File: config.mk
export PLATFORM = sky130hd
export DESIGN_NAME = ddr3_rw_arbiter
export DESIGN_NICKNAME = d
export VERILOG_FILES = /design/src/rtl/ddr3_rw_arbiter.sv
export SDC_FILE = /design/constraint.sdc
export NUM_CORES = 1
export LEC_CHECK = 0
export CORE_AREA = 3 3 446 448
export CTS_CLUSTER_SIZE = 24
export DETAILED_ROUTE_END_ITERATION = 8
export DIE_AREA = 0 0 449 451
export HOLD_SLACK_MARGIN = 0.02
export SYNTH_ARGS = -nofsm -noshare
export SYNTH_HDL_FRONTEND = slang
export SYNTH_SLANG_ARGS = --single-unit
File: constraint.sdc
create_clock -name clk -period 2.6 [get_ports clk]
set_clock_uncertainty 0.15 [all_clocks]
set_input_delay 0.39 -clock clk [delete_from_list [all_inputs] [get_ports clk]]
set_output_delay 0.39 -clock clk [all_outputs]
set_load 0.05 [all_outputs]
File: src/rtl/ddr3_rw_arbiter.sv
// Shares the DDR3 controller user interface between the sample loader (write) and playback prefetch (read).
// Define DDR3_ARB_READ_PRIORITY_EN to make reads always win contention instead of round-robin.
module ddr3_rw_arbiter #(
  parameter int ADDR_WIDTH = 29,
  parameter int DATA_WIDTH = 256,
  parameter int RD_TIMEOUT = 1023
) (
  input  logic                    clk,
  input  logic                    rst,
  input  logic                    init_calib_complete,
  input  logic                    w_req,
  input  logic [ADDR_WIDTH-1:0]   w_addr,
  input  logic [DATA_WIDTH-1:0]   w_data,
  output logic                    w_ack,
  input  logic                    r_req,
  input  logic [ADDR_WIDTH-1:0]   r_addr,
  output logic                    r_ack,
  output logic                    r_valid,
  output logic [DATA_WIDTH-1:0]   r_data,
  output logic                    rd_timeout_err,
  output logic [2:0]              cmd,
  output logic                    cmd_en,
  input  logic                    cmd_ready,
  output logic [ADDR_WIDTH-1:0]   addr,
  output logic [DATA_WIDTH-1:0]   wr_data,
  output logic                    wr_data_en,
  output logic                    wr_data_end,
  output logic [DATA_WIDTH/8-1:0] wr_data_mask,
  input  logic                    wr_data_rdy,
  input  logic [DATA_WIDTH-1:0]   rd_data,
  input  logic                    rd_data_valid
);

  localparam int CNT_WIDTH = $clog2(RD_TIMEOUT + 1);
  localparam logic [CNT_WIDTH-1:0] CNT_LAST = CNT_WIDTH'(RD_TIMEOUT - 1);
  localparam logic [2:0] CMD_WRITE = 3'b000;
  localparam logic [2:0] CMD_READ  = 3'b001;

  typedef enum logic [1:0] {IDLE, WR, RD_CMD, RD_WAIT} state_t;

  state_t               r_state;
  logic                 r_lastGrantRd;
  logic                 r_cmdDone;
  logic                 r_dataDone;
  logic [CNT_WIDTH-1:0] r_timeoutCnt;

  logic w_wReqLive;
  logic w_grantWr;
  logic w_cmdHs;
  logic w_dataHs;
  logic w_cmdDoneNext;
  logic w_dataDoneNext;

  // A registered requester still shows w_req in the cycle w_ack is high; masking it prevents a duplicate write.
  assign w_wReqLive = w_req & ~w_ack;

`ifdef DDR3_ARB_READ_PRIORITY_EN
  assign w_grantWr = w_wReqLive & ~r_req;
`else
  assign w_grantWr = w_wReqLive & (~r_req | r_lastGrantRd);
`endif

  assign w_cmdHs        = cmd_en & cmd_ready;
  assign w_dataHs       = wr_data_en & wr_data_rdy;
  assign w_cmdDoneNext  = r_cmdDone | w_cmdHs;
  assign w_dataDoneNext = r_dataDone | w_dataHs;

  assign wr_data_end  = wr_data_en;
  assign wr_data_mask = '0;

  always_ff @(posedge clk) begin
    if (rst) begin
      r_state        <= IDLE;
      r_lastGrantRd  <= 1'b1;
      r_cmdDone      <= 1'b0;
      r_dataDone     <= 1'b0;
      r_timeoutCnt   <= '0;
      w_ack          <= 1'b0;
      r_ack          <= 1'b0;
      r_valid        <= 1'b0;
      r_data         <= '0;
      rd_timeout_err <= 1'b0;
      cmd            <= CMD_WRITE;
      cmd_en         <= 1'b0;
      addr           <= '0;
      wr_data        <= '0;
      wr_data_en     <= 1'b0;
    end else begin
      w_ack   <= 1'b0;
      r_ack   <= 1'b0;
      r_valid <= 1'b0;
      case (r_state)
        IDLE: begin
          if (init_calib_complete) begin
            if (w_grantWr) begin
              addr          <= w_addr;
              wr_data       <= w_data;
              cmd           <= CMD_WRITE;
              cmd_en        <= 1'b1;
              wr_data_en    <= 1'b1;
              r_cmdDone     <= 1'b0;
              r_dataDone    <= 1'b0;
              r_lastGrantRd <= 1'b0;
              r_state       <= WR;
            end else if (r_req) begin
              addr          <= r_addr;
              cmd           <= CMD_READ;
              cmd_en        <= 1'b1;
              r_lastGrantRd <= 1'b1;
              r_state       <= RD_CMD;
            end
          end
        end
        // Command and data handshakes are independent and may land in either order or together.
        WR: begin
          if (w_cmdHs) cmd_en <= 1'b0;
          if (w_dataHs) wr_data_en <= 1'b0;
          if (w_cmdDoneNext && w_dataDoneNext) begin
            w_ack      <= 1'b1;
            r_cmdDone  <= 1'b0;
            r_dataDone <= 1'b0;
            r_state    <= IDLE;
          end else begin
            r_cmdDone  <= w_cmdDoneNext;
            r_dataDone <= w_dataDoneNext;
          end
        end
        RD_CMD: begin
          if (cmd_ready) begin
            cmd_en       <= 1'b0;
            r_ack        <= 1'b1;
            r_timeoutCnt <= '0;
            r_state      <= RD_WAIT;
          end
        end
        RD_WAIT: begin
          if (rd_data_valid) begin
            r_data  <= rd_data;
            r_valid <= 1'b1;
            r_state <= IDLE;
          end else if (r_timeoutCnt == CNT_LAST) begin
            rd_timeout_err <= 1'b1;
            r_state        <= IDLE;
          end else begin
            r_timeoutCnt <= r_timeoutCnt + CNT_WIDTH'(1);
          end
        end
        default: r_state <= IDLE;
      endcase
    end
  end

endmodule

Word-level counts from Yosys, hierarchy flattened:

Cells that the tools add are included.
W data, S select, Z words.

* output and inout port bits: 583
* RAM bits: 0
* bits in registers: 565
* ROM bits: 0
* memories kept: 0
* bits of input ports: 578
* latch bits: 0
* word-level logic and storage cells: 97

* $mul: 0
* bitwise gates (word level): 13
* add/sub/neg operators: 1
* divide/modulo/power cells: 0
* reductions and logical operators: 18
* multiplexer cells: 36
* shift operators: 0
* magnitude comparators: 0
* equality and inequality tests: 14

Operators with widths (count)
* $mux W29: 2
* $mux W10: 3
* $pmux W10 S2: 1
* $mux W1: 16
* $ne A2 B2 Y1 const B: 8
* $mux W2: 7
* $reduce_and A3 Y1: 4
* $add A10 B1 Y10 const B: 1
* $eq A10 B10 Y1 const B: 1
* $reduce_and A5 Y1: 2
* $pmux W2 S4: 1
* $reduce_and A4 Y1: 2
* $mux W3: 2
* $ne A3 B3 Y1 const B: 2
* $not A1 Y1: 6
* $pmux W1 S2: 3
* $reduce_bool A2 Y1: 3
* $reduce_or A2 Y1: 3
* $and A1 B1 Y1: 4
* $eq A2 B2 Y1 const B: 2
* $or A1 B1 Y1: 3
* $pmux W1 S3: 1
* $reduce_bool A3 Y1: 1
* $eq A2 B1 Y1 const B: 1
* other kinds (3): 3

Logic depth before layout (Yosys ltp):

* depth after elaboration: 6
* mapped depth: 9
* mapped depth without buffers: 6

Worst setup path before layout:

OpenSTA, ideal clock, no wires.

* path kind: reg2reg
* start point: register r_state[0]
* end point: register r_timeoutCnt[7]
* clock period less this slack: 1.952 ns
* setup time: 0.073 ns
* path buffers: 0
* stages on the path, launching flop included: 7
* data required time: 2.377 ns
* arrival: 1.729 ns
* slack: 0.648 ns
* path through: dfxtp_1 inv_1 ha_1 mux2_4 nand4_2 or4_1 a21oi_1

* word-level cells in the longest chain between the ends: 3
* elaborated cells between the ends (all ways): 8
* classes of those cells: eq/ne: 5; mux: 1; reduce/logical: 2

RTL lines
* start: declaration: line 41 `state_t r_state;`
* start signal: assignment: line 73 `r_state <= IDLE;`
* start signal: assignment: line 104 `r_state <= WR;`
* start signal: assignment: line 110 `r_state <= RD_CMD;`
* $eq A2 B2 Y1: line 92 `case (r_state)`
* $ne A2 B2 Y1 (no source line) / $reduce_bool A2 Y1 (equally long branches)
* $reduce_and A4 Y1 (no source line)
* end signal: assignment: line 145 `r_timeoutCnt <= r_timeoutCnt + CNT_WIDTH'(1);`
* end: declaration: line 45 `logic [CNT_WIDTH-1:0] r_timeoutCnt;`

Parallel ways exist; a longest one is shown, timed or not.
A chain may end at the register's enable or synchronous reset.

Final worst setup path:

* start point: register wr_data[229]
* end point: output wr_data[229]

RTL lines
* start: declaration: line 25 `output logic [DATA_WIDTH-1:0] wr_data,`
* start signal: assignment: line 97 `wr_data <= w_data;`

No word-level cell between the ends.

==> impl_metrics.tcl <==
set metrics [dict create \
    grt_overflow 0 \
    die_area_um2 202500 \
    finalSetupViolCount 0 \
    drive_above_1_share_pct 8.450 \
    grt_pass1_wl_mm 184.2 \
    grt_max_degree 102 \
    yosys.area.top_type "dfxtp_1" \
    htreeDepth 3 \
    path_class "reg2out" \
    worst-path-buf-inv 1 \
    timing.rr.end "wr_data[191]" \
    fmax_mhz 399.5 \
    std_cell_rows 162 \
    fin_crit_sh_pct 96.28 \
    holdPathStages 3 \
    synthXorXnorAreaFrac_pct 0 \
    synth-edff-count 0 \
    synthSimpleGateAreaFrac_pct 21.33 \
    clk_path_buf_depth 3 \
    routed_via_density 3.486 \
    max-vdd-ir-drop_v 0.0004558 \
    grt_pass1_vias 21429 \
    synth_common_cells "nand2_1 (1,032), dfxtp_1 (563), a21oi_1 (525)" \
    p_leak_nw 12.83 \
    tns_ns 0 \
    critPathArrivalTime_ns 1.96 \
    pwr_density_cell_nw_per_um2 746.9 \
    grt_util_all_layers_pct 13.13 \
    r2r_cells 7 \
    worstSetupPathDepth 1 \
    synth_seq_cells 563 \
    required_ns 2.06 \
    antenna_found_initial 28 \
    critPathLaunchType "flop" \
    clock_sinks 563 \
    wl_mm 139.4 \
    first_iter_violations 1602 \
    synthTopCellsByArea "dfxtp_1 (56%), nand2_1 (19%), a21oi_1 (13%), clkbuf_1 (1.9%), buf_2 (1.8%)" \
    die_h_um 451 \
    avgSynthCellArea_um2 7.971 \
    min_to "wr_data[230]" \
    path_cells "clkdlybuf4s50_1" \
    critical_path.slowest_cell "clkdlybuf4s50_1" \
    ys.flop_type "dfxtp_1" \
    synth_top_area_share_pct 55.87 \
    drc 0 \
    max_stage_delay_ns 0.93 \
    gp_congestion 0.9862 \
    rsz0062_at_grt "false" \
    first_pass_iters 5 \
    synth_compound_area_share_pct 15.01 \
    r2r_setup_slack_ns 0.31 \
    cap_violations 0 \
    synthAdderAreaFrac_pct 0.4962 \
    root_buffer "clkbuf_16" \
    floorplan.initialDensity_pct 10.35 \
    tightest_slew_ns 0.7254 \
    die_x_um 449 \
    wire_per_inst_um 21.92 \
    status "completed" \
    antenna_left 0 \
    hold_path.class "in2reg" \
    period_needed_ns 2.503 \
    async_reset_ff_share_pct 0 \
    vias 22173 \
    clock_latency_ns 0.67 \
    clk_pin_slew_worst_paths_ns 0.06 \
    yosysSeqAreaShare_pct 55.87 \
    portBuffers 1126 \
    netlist_instances 2531 \
    synth.area.mux_share_pct 1.873 \
    r2r_start "r_state[0]" \
    nNetsFinal 4263 \
    cts_made_buffers 70 \
    crit_fanout 2 \
    synth_top_family_by_area "simple AND/OR/NAND/NOR gates" \
    fp.coreArea_um2 195000 \
    slew_violations 0 \
    path_delay_family "buffers and inverters" \
    slew_headroom_pct 51.83 \
    tritoncts "done" \
    syn2layout_area_growth_pct 85.27 \
    fill_cells 21864 \
    worstSetupEndpointType "output port" \
    yosysMostFrequentCell "nand2_1" \
    io_pins 1161 \
    yosysWarningCount 0 \
    hold_viol 0 \
    hp-start "w_data[230]" \
    syn-cell-area_um2 20170 \
    dpl.hpwl_mm 115.7 \
    finalPower_mw 27.92 \
    yosysUniqueCellTypes 44 \
]
-- metrics by stage --
step                worst slack, ns  instance area [µm²]  cells  hold WS, ns  utilization, %
CTS                        0.002715                37350   6352      0.02012           19.16
global route               0.004919                37370   6359      0.04388           19.17
finish                      0.09662                37380   6361       0.1212           19.17
detailed placement           0.1148                34530   6182       0.2953           17.71
floorplan                    0.6481                20300   2564       0.3017               -
global placement             0.1774                34530   6182       0.2905           17.71
-- placed cells by master (no fill, tap or decap), types with 3 or more instances in the layout --
cell and count:
bufinv_16 5, or4_1 3, inv_6 3, nand4_1 3
clkbuf_1 18, o21ai_0 9, clkdlybuf4s50_1 1003, buf_12 24
nor3_1 4, nand2b_1 3, conb_1 34, ha_1 8
mux2i_1 34, or3_1 7, a21oi_1 524, nand2_1 1031
a211oi_1 29, dlygate4sd3_1 47, clkbuf_16 72, nor2_1 39
nand3_1 4, inv_1 10, dfxtp_1 563, dlygate4sd2_1 13
buf_4 173, o31ai_1 3, clkinv_2 5, clkbuf_8 15
diode_2 9
-- report_power, final --
group / switching, mW / internal [mW]
Combinational: 5.24 / 2.69
Sequential: 0.442 / 9.32
Clock: 4.18 / 6.05
-- cells by family after synthesis --
family,count (synthesis)
compound gates,579
fa+ha+maj,8
buf+inv,230
flops,563
mux,37
other cells,1
simple gates,1113
-- state kept, by name (all words and copies together), names as in the netlist, 2 cells and up --
signal	count
r_timeoutCnt	10
r_data	256
r_state	2
wr_data	256
addr	29
-- timing repair --
item                                   CTS  global route
gates resized for setup                 13             0
endpoints found under the hold margin   83             0
buffers inserted                         0             0
hold buffers                            47             0
setup endpoints to repair               13             0
-- worst max path at each step --
stage	startpoint	to	slack, ns
floorplan	r_state[0]	r_timeoutCnt[7]	0.65
detailed placement	r_req	wr_data[57]	0.11
finish	wr_data[229]	wr_data[229]	0.1
CTS	r_data[194]	r_data[194]	0.003
global route	wr_data[229]	wr_data[229]	0.005
global placement	init_calib_complete	wr_data[17]	0.18
-- routing by layer --
layer | track usage [%] | vias to the layer above | share of wire (%)
li1 | - | 10465 | -
met1 | 14.26 | 10624 | 37
met2 | 23.96 | 895 | 52
met3 | 4.010 | 171 | 7.4
met4 | 4.624 | 18 | 3.4
met5 | 0 | - | 0.093
-- area by class of cell --
| cell class | count | area [µm²] | area share (%) |
|---|---|---|---|
| flip-flops and latches | 563 | 11270 | 30.15 |
| inverters | 10 | 37.54 | 0.1004 |
| diodes | 9 | 22.52 | 0.06026 |
| clock inverters | 18 | 292.8 | 0.7833 |
| clock buffers | 105 | 2076 | 5.554 |
| repair buffers | 1261 | 12420 | 33.22 |
| multi-input cells | 1771 | 7976 | 21.34 |
| well taps | 2624 | 3283 | 8.784 |
No activity file was read; power rests on OpenSTA's default activity.
